<file path="config.mk">
export PLATFORM = sky130hd
export DESIGN_NAME = reset_sequencer
export DESIGN_NICKNAME = d
export VERILOG_FILES = /design/src/rtl/reset_sequencer.sv
export SDC_FILE = /design/constraint.sdc
export NUM_CORES = 1
export LEC_CHECK = 0
export CORE_MARGIN = 2
export CORE_UTILIZATION = 44
export CTS_BUF_LIST = sky130_fd_sc_hd__clkbuf_8 sky130_fd_sc_hd__clkbuf_16
export CTS_CLUSTER_SIZE = 8
export DETAILED_ROUTE_END_ITERATION = 16
export SYNTH_ARGS = -nofsm -noshare
export SYNTH_HDL_FRONTEND = slang
export SYNTH_SLANG_ARGS = --single-unit
</file>
<file path="constraint.sdc">
create_clock -name iCLK -period 5.28 [get_ports iCLK]
set_clock_uncertainty 0.15 [all_clocks]
set_input_delay 1.056 -clock iCLK [delete_from_list [all_inputs] [get_ports iCLK]]
set_output_delay 1.056 -clock iCLK [all_outputs]
set_load 0.02 [all_outputs]
</file>
<file path="src/rtl/reset_sequencer.sv">
// reset_sequencer
//
// Power-on / soft-reset sequencer for the camera/video pipeline. Releases NUM_STAGES
// active-low resets one after another: stage 0 after INIT_DLY cycles, every later stage
// STAGE_DLY cycles after its predecessor. A level soft request (iREQ) seen while the
// sequence runs tears everything down, holds for HOLD_MIN cycles and re-runs the sequence.
//
// Optional feature, macro RSTSEQ_REVERSE_DRAIN_EN:
//   defined   - a soft request in RUN tears stages down highest index first, one per edge
//   undefined - a soft request in RUN drops every stage on the request edge
//
// Ports:
//   iCLK   in   1           sole clock
//   iRST   in   1           synchronous active-low reset, sampled on rising iCLK
//   iREQ   in   1           soft-reset request, level
//   oRST   out  NUM_STAGES  per-stage reset, 0 = held, 1 = released (registered)
//   oDONE  out  1           every stage released (registered)
//   oBUSY  out  1           sequencer not in RUN (registered)

module reset_sequencer #(
  parameter int unsigned NUM_STAGES = 4,
  parameter int unsigned CNT_W      = 22,
  parameter int unsigned INIT_DLY   = 2097151,
  parameter int unsigned STAGE_DLY  = 1048576,
  parameter int unsigned HOLD_MIN   = 16
) (
  input  logic                  iCLK,
  input  logic                  iRST,
  input  logic                  iREQ,
  output logic [NUM_STAGES-1:0] oRST,
  output logic                  oDONE,
  output logic                  oBUSY
);

  // idx must be able to step one past the last stage.
  localparam int unsigned IDX_W = $clog2(NUM_STAGES + 1);

  localparam logic [CNT_W-1:0] INIT_TC  = CNT_W'(INIT_DLY);
  localparam logic [CNT_W-1:0] STAGE_TC = CNT_W'(STAGE_DLY);
  localparam logic [CNT_W-1:0] HOLD_TC  = CNT_W'(HOLD_MIN);
  localparam logic [IDX_W-1:0] LAST_IDX = IDX_W'(NUM_STAGES - 1);

  typedef enum logic [1:0] {
    StWait  = 2'd0,
    StRun   = 2'd1,
`ifdef RSTSEQ_REVERSE_DRAIN_EN
    StDrain = 2'd2,
`endif
    StHold  = 2'd3
  } state_e;

  state_e                  stateQ, stateD;
  logic [CNT_W-1:0]        cntQ, cntD;
  logic [IDX_W-1:0]        idxQ, idxD;
  logic [NUM_STAGES-1:0]   rstQ, rstD;
  logic                    doneQ, doneD;
  logic                    busyQ, busyD;

  logic [CNT_W-1:0]        cntInc;
  logic [CNT_W-1:0]        termCnt;

  // One-hot select of a stage; decoded by comparison so the index width never has to
  // match the log2 of the output width.
  function automatic logic [NUM_STAGES-1:0] stageMask(input logic [IDX_W-1:0] idx);
    logic [NUM_STAGES-1:0] m;
    m = '0;
    for (int k = 0; k < NUM_STAGES; k++) begin
      if (idx == IDX_W'(k)) m[k] = 1'b1;
    end
    return m;
  endfunction

  always_comb begin
    stateD  = stateQ;
    cntD    = cntQ;
    idxD    = idxQ;
    rstD    = rstQ;
    doneD   = doneQ;
    busyD   = busyQ;
    cntInc  = cntQ + 1'b1;
    termCnt = (idxQ == '0) ? INIT_TC : STAGE_TC;

    case (stateQ)
      StWait: begin
        if (iREQ) begin
          // Abort: drop whatever was released and restart after the hold.
          rstD   = '0;
          cntD   = '0;
          stateD = StHold;
        end else if (cntInc == termCnt) begin
          rstD = rstQ | stageMask(idxQ);
          cntD = '0;
          idxD = idxQ + 1'b1;
          if (idxQ == LAST_IDX) begin
            doneD  = 1'b1;
            busyD  = 1'b0;
            stateD = StRun;
          end
        end else begin
          cntD = cntInc;
        end
      end

      StRun: begin
        if (iREQ) begin
          doneD = 1'b0;
          busyD = 1'b1;
`ifdef RSTSEQ_REVERSE_DRAIN_EN
          // The request edge already clears the top stage.
          rstD = rstQ & ~stageMask(LAST_IDX);
          if (NUM_STAGES == 1) begin
            cntD   = '0;
            stateD = StHold;
          end else begin
            idxD   = LAST_IDX - 1'b1;
            stateD = StDrain;
          end
`else
          rstD   = '0;
          cntD   = '0;
          stateD = StHold;
`endif
        end
      end

`ifdef RSTSEQ_REVERSE_DRAIN_EN
      StDrain: begin
        rstD = rstQ & ~stageMask(idxQ);
        if (idxQ == '0) begin
          cntD   = '0;
          stateD = StHold;
        end else begin
          idxD = idxQ - 1'b1;
        end
      end
`endif

      StHold: begin
        if (cntInc == HOLD_TC) begin
          cntD   = '0;
          idxD   = '0;
          stateD = StWait;
        end else begin
          cntD = cntInc;
        end
      end

      default: begin
        stateD = StWait;
        cntD   = '0;
        idxD   = '0;
        rstD   = '0;
        doneD  = 1'b0;
        busyD  = 1'b1;
      end
    endcase
  end

  always_ff @(posedge iCLK) begin
    if (!iRST) begin
      stateQ <= StWait;
      cntQ   <= '0;
      idxQ   <= '0;
      rstQ   <= '0;
      doneQ  <= 1'b0;
      busyQ  <= 1'b1;
    end else begin
      stateQ <= stateD;
      cntQ   <= cntD;
      idxQ   <= idxD;
      rstQ   <= rstD;
      doneQ  <= doneD;
      busyQ  <= busyD;
    end
  end

  assign oRST  = rstQ;
  assign oDONE = doneQ;
  assign oBUSY = busyQ;

endmodule

</file>
==> flow_summary.json, run 1 <==
{
  "status": "completed",
  "drtIter0Drc": 124,
  "maximum_number_of_pins_on_one_net_before_global_route_repair": 17,
  "num_antenna_cells": 0,
  "place.port_buffers": 8,
  "arrival_ns": 4.06,
  "yosysWarnings": 0,
  "syn_area_um2": 2310,
  "post_synth_most_frequent_cells": "sky130_fd_sc_hd__dfxtp_1, sky130_fd_sc_hd__nand2_1, sky130_fd_sc_hd__nand3_1",
  "netlist-cell-type-count": 65,
  "routed_via_density": 5.99,
  "number_of_hold_slack_violations_in_the_final_timing_report": 0,
  "timing.setup.tns_ns": 0,
  "die_height_um": 76.5,
  "type_of_destination_of_the_critical_path": "flop",
  "dieArea_um2": 5860,
  "post_synth_inst_count": 297,
  "postCtsHoldBufs": 0,
  "mean_instance_size_in_the_synthesized_netlist_um2": 7.79,
  "synth.ff_latch_count": 33,
  "worst_ep_required_time_ns": 5.30,
  "n_fill_cell": 507,
  "cts_max_path_buffers": 2,
  "synth_enable_flop_cells": 0,
  "slew_headroom": 0.549,
  "numCtsBuffers": 5,
  "ir_drop_mv": 0.139,
  "async_reset_ff_frac": 0,
  "report.final.slew_viol_count": 0,
  "finalSetupViolations": 0,
  "synth-seq-area-share": 0.285,
  "setup.worst_path.start_class": "flop",
  "h-tree-depth": 2,
  "count_of_vias_placed_by_the_detailed_router": 2192,
  "cp_max_fo": 12,
  "numClockSinks": 33,
  "post_cts.repair.setup_buffers": 0,
  "post_layout_minimum_cycle_time_ns": 4.04,
  "top_level_ports": 9,
  "fin_cells": 366,
  "cell_at_the_root_of_the_clock_tree": "sky130_fd_sc_hd__clkbuf_8",
  "final_antenna_net_count": 0,
  "post-place-ws_ns": 1.29,
  "clk_transition_reported_paths_ns": 0.07,
  "dp_hpwl_um": 4450,
  "pwr_density_cell_nw_per_um2": 307,
  "final_core_util": 0.494,
  "grt_first_pass_wirelength_um": 10100,
  "routed_wire_length_per_instance_um": 16.3,
  "dp.cells": 358,
  "rows": 26,
  "drive_gt1_frac": 0.0912,
  "grt_setup_unrepaired": "no",
  "min_period_over_period": 0.766,
  "number_of_antenna_violations_at_the_first_check_in_global_routing": 0,
  "post_synthesis_cell_type_with_the_largest_combined_area": "sky130_fd_sc_hd__dfxtp_1",
  "synth.most_common_cell": "sky130_fd_sc_hd__dfxtp_1",
  "placement.cell_area_um2": 2400,
  "gp_congestion": 0.955,
  "number_of_global_route_vias_before_repair": 2013,
  "aggregate_global_routing_overflow": 0,
  "syn-num-nets": 309,
  "worst-setup-path-type": "flop to flop",
  "multi_input_area_um2": 1510,
  "layout.area.seq_um2": 661,
  "synth_top_flop_cell": "sky130_fd_sc_hd__dfxtp_1",
  "hp-class": "flop to flop",
  "max_freq_mhz": 247,
  "clk_latency_ns": 0.29,
  "first_pass_iters": 4,
  "ys_top_cells_by_area": "sky130_fd_sc_hd__dfxtp_1, sky130_fd_sc_hd__nand3_1, sky130_fd_sc_hd__ha_1, sky130_fd_sc_hd__nand2_1, sky130_fd_sc_hd__a21oi_1",
  "drt_wl_total_um": 5960,
  "synth_top_area_share": 0.285,
  "remaining_drc_errors": 0,
  "final_net_count": 307,
  "postLayoutCellArea_um2": 2520,
  "timing_worst_slew_pin_value_ns": 0.675,
  "total_leakage_power_nw": 0.772,
  "synthToLayoutAreaGrowth_pct": 8.92,
  "post-route-worst-setup-slack_ns": 1.24,
  "drv_cap": 0,
  "initial_utilization": 0.453,
  "cts.repair.resized": 0,
  "fp.coreArea_um2": 5110,
  "gr-usage-all-layers": 0.214,
  "die_x_um": 76.5,
  "tritoncts": "yes"
}
## metrics by stage
stage | hold slack (ns) | total power [W]
detailed placement | 0.293 | 0.000528
floorplan | 0.300 | 0.000474
global route | 0.331 | 0.000825
CTS | 0.305 | 0.000779
finish | 0.301 | 0.000775
global placement | 0.287 | 0.000527
## critical path, cell delays in order (launching register included)
cell and delay (ns):
sky130_fd_sc_hd__dfxtp_1 0.49, sky130_fd_sc_hd__ha_1 0.40, sky130_fd_sc_hd__nand3_1 0.29, sky130_fd_sc_hd__or4_4 0.53, sky130_fd_sc_hd__xnor2_1 0.18, sky130_fd_sc_hd__or4_1 0.41, sky130_fd_sc_hd__or4_4 0.46, sky130_fd_sc_hd__o31ai_4 0.43
sky130_fd_sc_hd__a211oi_4 0.21, sky130_fd_sc_hd__nand2_2 0.24, sky130_fd_sc_hd__o311ai_1 0.12
## final timing paths
path	slack (ns)	to	depth (start not counted)	from
setup reg to reg	1.24	cntQ[9]$_SDFFE_PN0N_	10	cntQ[0]$_SDFFE_PN0N_
setup / recovery	1.24	cntQ[9]$_SDFFE_PN0N_	10	cntQ[0]$_SDFFE_PN0N_
hold reg to reg	0.30	oDONE$_SDFFE_PN0P_	2	oDONE$_SDFFE_PN0P_
hold / removal	0.30	oDONE$_SDFFE_PN0P_	2	oDONE$_SDFFE_PN0P_
## registers in the layout, summed over array words and instances, names as in the netlist
name,cells
oDONE,1
cntQ,22
oBUSY,1
oRST,4
idxQ,3
stateQ,2
## cells in the final DEF (no fill, tap or decap), types with 6 or more instances in the layout
cell type                         instances
sky130_fd_sc_hd__clkdlybuf4s50_1          8
sky130_fd_sc_hd__nand4_1                  8
sky130_fd_sc_hd__clkbuf_8                 6
sky130_fd_sc_hd__nor4_1                   6
sky130_fd_sc_hd__nor2_1                  22
sky130_fd_sc_hd__inv_1                   14
sky130_fd_sc_hd__a21oi_1                 19
sky130_fd_sc_hd__dfxtp_1                 33
sky130_fd_sc_hd__nor3_1                  10
sky130_fd_sc_hd__nand3_1                 28
sky130_fd_sc_hd__ha_1                     9
sky130_fd_sc_hd__nand2_1                 30
sky130_fd_sc_hd__o31ai_1                  9
sky130_fd_sc_hd__xnor2_1                  8
## metal layers
metal / global-route usage / vias to the layer above / share of wire
met5: 0 / - / 0
met4: 0.0709 / 0 / 0.014
met3: 0.0450 / 9 / 0.043
met2: 0.312 / 39 / 0.45
met1: 0.311 / 1049 / 0.50
li1: - / 1095 / -
## report_power, final
group          internal [W]  switching, W  leakage, nW
clock network      0.000152      0.000100       0.0626
logic             0.0000906      0.000152        0.443
registers          0.000264     0.0000162        0.267
total              0.000507      0.000268        0.772
## cells by family (layout without fill, tap and decap cells)
logic type | Yosys count | in the layout | share of synthesized area
AND/OR/NAND/NOR | 136 | 136 | 0.316
AO/OA/AOI/OAI | 73 | 73 | 0.238
flip-flops | 33 | 33 | 0.285
buffers and inverters | 33 | 32 | 0.0627
XOR/XNOR | 13 | 13 | 0.0492
adder cells (fa/ha/maj) | 9 | 9 | 0.0486
## area by class of cell
cell class	count	share of cell area
flip-flops and latches	33	0.262
clock buffers	6	0.0328
inverters	14	0.0208
repair buffers	10	0.0377
multi-input cells	231	0.599
well taps	70	0.0347
clock inverters	2	0.0134
No activity file was read; power rests on OpenSTA's default activity.
==> run 2: changes to the inputs <==
clock period = 3.7 ns   (was 5.28 ns; I/O delays follow)
==> flow_summary.json, run 2 (same netlist as run 1, synthesis figures left out) <==
{
  "numCtsBuffers": 5,
  "post_cts.repair.setup_buffers": 0,
  "slew_headroom": 0.456,
  "fp.coreArea_um2": 5110,
  "clk_transition_reported_paths_ns": 0.08,
  "postCtsHoldBufs": 0,
  "grt_first_pass_wirelength_um": 11000,
  "final_net_count": 335,
  "netSwitchingPower_w": 0.000405,
  "r2r_start": "cntQ[0]$_SDFFE_PN0N_",
  "worst-r2r-setup-slack_ns": 0.15,
  "final_core_util": 0.531,
  "multi_input_area_um2": 1520,
  "grt_setup_unrepaired": "no",
  "h-tree-depth": 2,
  "layout_commonest_cell": "sky130_fd_sc_hd__dfxtp_1",
  "max_freq_mhz": 282,
  "power_report.internal_total_w": 0.000650,
  "status": "completed",
  "routed_wire_length_per_instance_um": 16.4,
  "synthToLayoutAreaGrowth_pct": 17.1,
  "met3_wirelength_um": 360,
  "number_of_hold_slack_violations_in_the_final_timing_report": 0,
  "remaining_drc_errors": 0,
  "timing.hold.worst_path_depth": 2,
  "worstRegToRegCells": 13,
  "cpLargestDelayFamily": "simple AND/OR/NAND/NOR gates",
  "initial_utilization": 0.453,
  "timing.critical_path.buf_inv": 2,
  "post_layout_minimum_cycle_time_ns": 3.55,
  "drive_gt1_frac": 0.176,
  "wl_met1_um": 3190,
  "timing_worst_slew_pin_value_ns": 0.812,
  "drt_wl_total_um": 6480,
  "largest_register_by_flop_count": "cntQ",
  "power_switching_share": 0.384,
  "hold_worst_path_end": "oDONE$_SDFFE_PN0P_",
  "arrival_ns": 3.57,
  "total_leakage_power_nw": 0.900,
  "num_antenna_cells": 0,
  "layout.area.seq_um2": 661,
  "pwr_density_cell_nw_per_um2": 389,
  "cp_max_fo": 9,
  "crit_chain": "ha_1, buf_4, and3_1, a211oi_2, a41oi_1, or4_1, or4_4, o21a_4, o21ai_4, a211oi_4, buf_4, nand3_1, o311ai_1",
  "power.combinational.fraction": 0.364,
  "cts_max_path_buffers": 2,
  "hp-class": "flop to flop",
  "maximum_number_of_pins_on_one_net_before_global_route_repair": 22,
  "place.port_buffers": 8,
  "final_antenna_net_count": 0,
  "detailroute.wirelength.met2_um": 2740,
  "layout.cells.most_common_list": "sky130_fd_sc_hd__dfxtp_1, sky130_fd_sc_hd__nand2_1, sky130_fd_sc_hd__buf_4, sky130_fd_sc_hd__nand3_1, sky130_fd_sc_hd__nor2_1",
  "finalSetupViolations": 0,
  "count_of_vias_placed_by_the_detailed_router": 2342,
  "die_height_um": 76.5,
  "numClockSinks": 33,
  "drv_cap": 0,
  "first_pass_iters": 5,
  "ir_drop_mv": 0.417,
  "cell_at_the_root_of_the_clock_tree": "sky130_fd_sc_hd__clkbuf_8",
  "n_fill_cell": 496,
  "tritoncts": "yes",
  "aggregate_global_routing_overflow": 0,
  "worstReg2RegEnd": "cntQ[12]$_SDFFE_PN0N_",
  "setup.worst_path.start_class": "flop",
  "gr-usage-all-layers": 0.233,
  "worst_ep_required_time_ns": 3.73,
  "cp_slowest_cell": "sky130_fd_sc_hd__or4_1",
  "rows": 26,
  "largest_reg_flops": 22,
  "top_level_ports": 9,
  "timing.setup.tns_ns": 0,
  "gp_congestion": 0.936,
  "crit_path_frequent_cell": "sky130_fd_sc_hd__buf_4",
  "critPathMaxStageDelay_ns": 0.55,
  "report.final.slew_viol_count": 0,
  "type_of_destination_of_the_critical_path": "flop",
  "dieArea_um2": 5860,
  "drtIter0Drc": 252,
  "seq_power_share": 0.374,
  "clk_latency_ns": 0.30,
  "clock_share_of_power": 0.262,
  "cts.repair.resized": 0,
  "routed_via_density": 5.94,
  "dr.max_layer_used": "met4",
  "min_period_over_period": 0.958,
  "number_of_global_route_vias_before_repair": 2195,
  "dp_hpwl_um": 4760,
  "number_of_antenna_violations_at_the_first_check_in_global_routing": 0,
  "hold_path_startpoint": "oDONE$_SDFFE_PN0P_",
  "die_x_um": 76.5,
  "worst-setup-path-type": "flop to flop"
}
==> run 2: cell count changes in the layout (fill, tap and decap cells not counted), sizes merged <==
| cell | change |
|---|---|
| buf | +28 |
| clkinv | +2 |
| bufinv | -1 |
| clkbuf | -1 |
| clkinvlp | +1 |
| inv | -1 |
==> run 2: routing by layer <==
| metal | vias up | track usage |
|---|---|---|
| met5 | - | 0 |
| met4 | 0 | 0.105 |
| met3 | 15 | 0.0403 |
| met2 | 87 | 0.333 |
| met1 | 1088 | 0.340 |
| li1 | 1152 | - |
==> run 2: power groups by stage <==
stage | Clock (W) | Sequential, W | Combinational (W)
finish | 0.000276 | 0.000395 | 0.000384
global route | 0.000296 | 0.000399 | 0.000418
CTS | 0.000282 | 0.000395 | 0.000378
detailed placement | 0 | 0.000403 | 0.000375
global placement | 0 | 0.000403 | 0.000372
floorplan | 0 | 0.000405 | 0.000271
==> run 2: how the worst max path moves through the flow <==
stage	startpoint	endpoint	cells past startpoint
after CTS	cntQ[0]$_SDFFE_PN0N_	cntQ[12]$_SDFFE_PN0N_	12
after global placement	cntQ[0]$_SDFFE_PN0N_	cntQ[5]$_SDFFE_PN0N_	12
after detailed placement	cntQ[0]$_SDFFE_PN0N_	cntQ[12]$_SDFFE_PN0N_	12
after floorplan	cntQ[1]$_SDFFE_PN0N_	cntQ[13]$_SDFFE_PN0N_	13
final	cntQ[0]$_SDFFE_PN0N_	cntQ[12]$_SDFFE_PN0N_	13
after global routing	cntQ[0]$_SDFFE_PN0N_	cntQ[12]$_SDFFE_PN0N_	13
==> run 2: final cells by class <==
| type | instances | area share |
|---|---|---|
| Timing Repair Buffer | 38 | 0.113 |
| Tap cell | 70 | 0.0323 |
| Multi-Input combinational cell | 231 | 0.560 |
| Inverter | 14 | 0.0194 |
| Clock inverter | 3 | 0.00646 |
| Clock buffer | 5 | 0.0254 |
| Sequential cell | 33 | 0.244 |
==> run 2: worst register-to-register path: stages, from the launching register on <==
cell	delay, ns
sky130_fd_sc_hd__dfxtp_1	0.32
sky130_fd_sc_hd__ha_1	0.23
sky130_fd_sc_hd__buf_4	0.18
sky130_fd_sc_hd__and3_1	0.26
sky130_fd_sc_hd__a211oi_2	0.23
sky130_fd_sc_hd__a41oi_1	0.08
sky130_fd_sc_hd__or4_1	0.55
sky130_fd_sc_hd__or4_4	0.46
sky130_fd_sc_hd__o21a_4	0.25
sky130_fd_sc_hd__o21ai_4	0.21
sky130_fd_sc_hd__a211oi_4	0.15
sky130_fd_sc_hd__buf_4	0.19
sky130_fd_sc_hd__nand3_1	0.07
sky130_fd_sc_hd__o311ai_1	0.10
==> run 2: through the flow <==
stage / cells / worst slack [ns] / instance area, um^2 / hold WS (ns) / total power (W)
2_1_floorplan: 297 / 0.156 / 2310 / 0.300 / 0.000676
3_3_place_gp: 386 / 0.150 / 2620 / 0.289 / 0.000775
3_5_place_dp: 386 / 0.138 / 2620 / 0.296 / 0.000779
4_1_cts: 394 / 0.109 / 2700 / 0.309 / 0.00105
5_1_grt: 394 / 0.0208 / 2710 / 0.332 / 0.00111
6_report: 394 / 0.154 / 2710 / 0.299 / 0.00105
==> run 3: changes to the inputs <==
ABC_AREA = 1   (was default)
ABC_CLOCK_PERIOD_IN_PS = 3700   (was default)
==> flow_summary.json, run 3 <==
{
  "count_of_vias_placed_by_the_detailed_router": 2287,
  "crit_chain": "ha_1, nand2_2, nor2_4, nand3_1, o21ai_1, nand3_1, nor2_1, nand2_1, nand2_1, nand3_2, nand2_4, nand2_2, nand2_1, a21oi_1",
  "ir_drop_mv": 0.295,
  "routed_via_density": 4.86,
  "status": "completed",
  "gr-usage-all-layers": 0.202,
  "synth_top_flop_cell": "sky130_fd_sc_hd__dfxtp_1",
  "syn_area_um2": 2380,
  "number_of_global_route_vias_before_repair": 2172,
  "drive_gt1_frac": 0.0798,
  "yosysWarnings": 0,
  "seq_power_share": 0.351,
  "grt_first_pass_wirelength_um": 9870,
  "synth_top_area_share": 0.277,
  "cp_max_fo": 20,
  "synthToLayoutAreaGrowth_pct": 9.13,
  "post-place-ws_ns": 0.829,
  "largest_register_by_flop_count": "cntQ",
  "fin_worst_hold_slack_ns": 0.297,
  "netlist-cell-type-count": 30,
  "post-route-worst-setup-slack_ns": 0.933,
  "die_height_um": 77.6,
  "drv_cap": 0,
  "total_leakage_power_nw": 1.00,
  "initial_utilization": 0.461,
  "num_antenna_cells": 0,
  "synth.most_common_cell": "sky130_fd_sc_hd__nand2_1",
  "layout.cells.most_common_list": "sky130_fd_sc_hd__nand2_1, sky130_fd_sc_hd__nor2_1, sky130_fd_sc_hd__inv_1, sky130_fd_sc_hd__a21oi_1, sky130_fd_sc_hd__dfxtp_1",
  "place.port_buffers": 8,
  "slew_headroom": 0.492,
  "finalSetupViolations": 0,
  "aggregate_global_routing_overflow": 0,
  "syn-num-nets": 405,
  "postCtsHoldBufs": 0,
  "worst_ep_required_time_ns": 3.70,
  "type_of_destination_of_the_critical_path": "flop",
  "fp.coreArea_um2": 5170,
  "synth-seq-area-share": 0.277,
  "post_synthesis_cell_type_with_the_largest_combined_area": "sky130_fd_sc_hd__dfxtp_1",
  "number_of_antenna_violations_at_the_first_check_in_global_routing": 0,
  "report.final.slew_viol_count": 0,
  "critPathMaxStageDelay_ns": 0.40,
  "cp_slowest_cell": "sky130_fd_sc_hd__dfxtp_1",
  "numClockSinks": 33,
  "dieArea_um2": 6020,
  "timing.setup.tns_ns": 0,
  "number_of_hold_slack_violations_in_the_final_timing_report": 0,
  "grt_setup_unrepaired": "no",
  "mean_instance_size_in_the_synthesized_netlist_um2": 6.07,
  "arrival_ns": 2.77,
  "synth.ff_latch_count": 33,
  "rows": 26,
  "clock_share_of_power": 0.234,
  "cts_max_path_buffers": 2,
  "final_antenna_net_count": 0,
  "dp_hpwl_um": 4110,
  "top_level_ports": 9,
  "worst-setup-path-type": "flop to flop",
  "post_synth_inst_count": 393,
  "cts.repair.resized": 0,
  "pwr_density_cell_nw_per_um2": 468,
  "first_pass_iters": 4,
  "power.combinational.fraction": 0.415,
  "final_net_count": 412,
  "min_period_over_period": 0.748,
  "layout_commonest_cell": "sky130_fd_sc_hd__nand2_1",
  "die_x_um": 77.6,
  "drtIter0Drc": 153,
  "post_synth_most_frequent_cells": "sky130_fd_sc_hd__nand2_1, sky130_fd_sc_hd__nor2_1, sky130_fd_sc_hd__inv_1",
  "fin_cells": 471,
  "setup.worst_path.start_class": "flop",
  "drt_wl_total_um": 5600,
  "largest_reg_flops": 22,
  "routed_wire_length_per_instance_um": 11.9,
  "post_cts.repair.setup_buffers": 0,
  "cell_at_the_root_of_the_clock_tree": "sky130_fd_sc_hd__clkbuf_8",
  "tritoncts": "yes",
  "post_layout_minimum_cycle_time_ns": 2.77,
  "async_reset_ff_frac": 0,
  "crit_path_frequent_cell": "sky130_fd_sc_hd__nand2_1",
  "clk_transition_reported_paths_ns": 0.08,
  "dp.cells": 463,
  "hp-class": "flop to flop",
  "remaining_drc_errors": 0,
  "power_switching_share": 0.438,
  "numCtsBuffers": 5,
  "gp_congestion": 0.855,
  "clk_latency_ns": 0.29,
  "h-tree-depth": 2,
  "ys_top_cells_by_area": "sky130_fd_sc_hd__dfxtp_1, sky130_fd_sc_hd__nand2_1, sky130_fd_sc_hd__nor2_1, sky130_fd_sc_hd__a21oi_1, sky130_fd_sc_hd__inv_1",
  "power_report.internal_total_w": 0.000685,
  "timing_worst_slew_pin_value_ns": 0.762,
  "netSwitchingPower_w": 0.000534,
  "maximum_number_of_pins_on_one_net_before_global_route_repair": 26,
  "max_freq_mhz": 361,
  "synth_enable_flop_cells": 0
}
[run 3: metrics by stage]
step / cell area, um^2 / util / total power [W]
floorplan: 2380 / - / 0.000835
global placement: 2510 / 0.485 / 0.000949
detailed placement: 2510 / 0.485 / 0.000948
CTS: 2600 / 0.503 / 0.00124
global route: 2600 / 0.503 / 0.00133
finish: 2600 / 0.503 / 0.00122
[run 3: worst max-delay path, delay by kind of cell (launching register included)]
kind	cells	cell delay (ns)
adders and majority gates	1	0.25
and+or+nand+nor	11	1.50
DFF	1	0.40
AOI/OAI and AO/OA	2	0.31
[run 3: final timing paths]
kind	startpoint	end	slack (ns)	depth (start not counted)
worst max-delay path	cntQ[1]$_SDFFE_PN0N_	cntQ[14]$_SDFFE_PN0N_	0.93	14
worst min-delay path	oDONE$_SDFFE_PN0P_	oDONE$_SDFFE_PN0P_	0.30	2
worst max register to register	cntQ[1]$_SDFFE_PN0N_	cntQ[14]$_SDFFE_PN0N_	0.93	14
worst min register to register	oDONE$_SDFFE_PN0P_	oDONE$_SDFFE_PN0P_	0.30	2
[run 3: cells by family after synthesis]
family                   count (synthesis)  share of synthesized area
XOR/XNOR                                 9                     0.0362
buffers and inverters                   60                      0.101
AND/OR/NAND/NOR                        232                      0.429
AO/OA/AOI/OAI                           50                      0.110
flip-flops                              33                      0.277
adder cells (fa/ha/maj)                  9                     0.0472
[run 3: layer usage]
metal,wire length (um),vias up,track usage
met5,0,-,0
met4,87,0,0.0607
met3,194,7,0.0349
met2,2630,34,0.340
met1,2680,1000,0.264
li1,-,1246,-
[run 3: power by group through the flow]
stage          sequential [W]  combinational [W]  clock [W]
2_1_floorplan        0.000447           0.000389          0
3_3_place_gp         0.000434           0.000515          0
3_5_place_dp         0.000436           0.000512          0
4_1_cts              0.000428           0.000516   0.000292
5_1_grt              0.000432           0.000590   0.000303
6_report             0.000428           0.000506   0.000286
[run 3: cell type report]
type | instances | area [um^2]
fill | 563 | 2570
multi-input combinational | 300 | 1480
sequential | 33 | 661
inverter | 51 | 191
timing repair buffer | 9 | 87.6
tap | 70 | 87.6
clock buffer | 5 | 68.8
clock inverter | 3 | 22.5
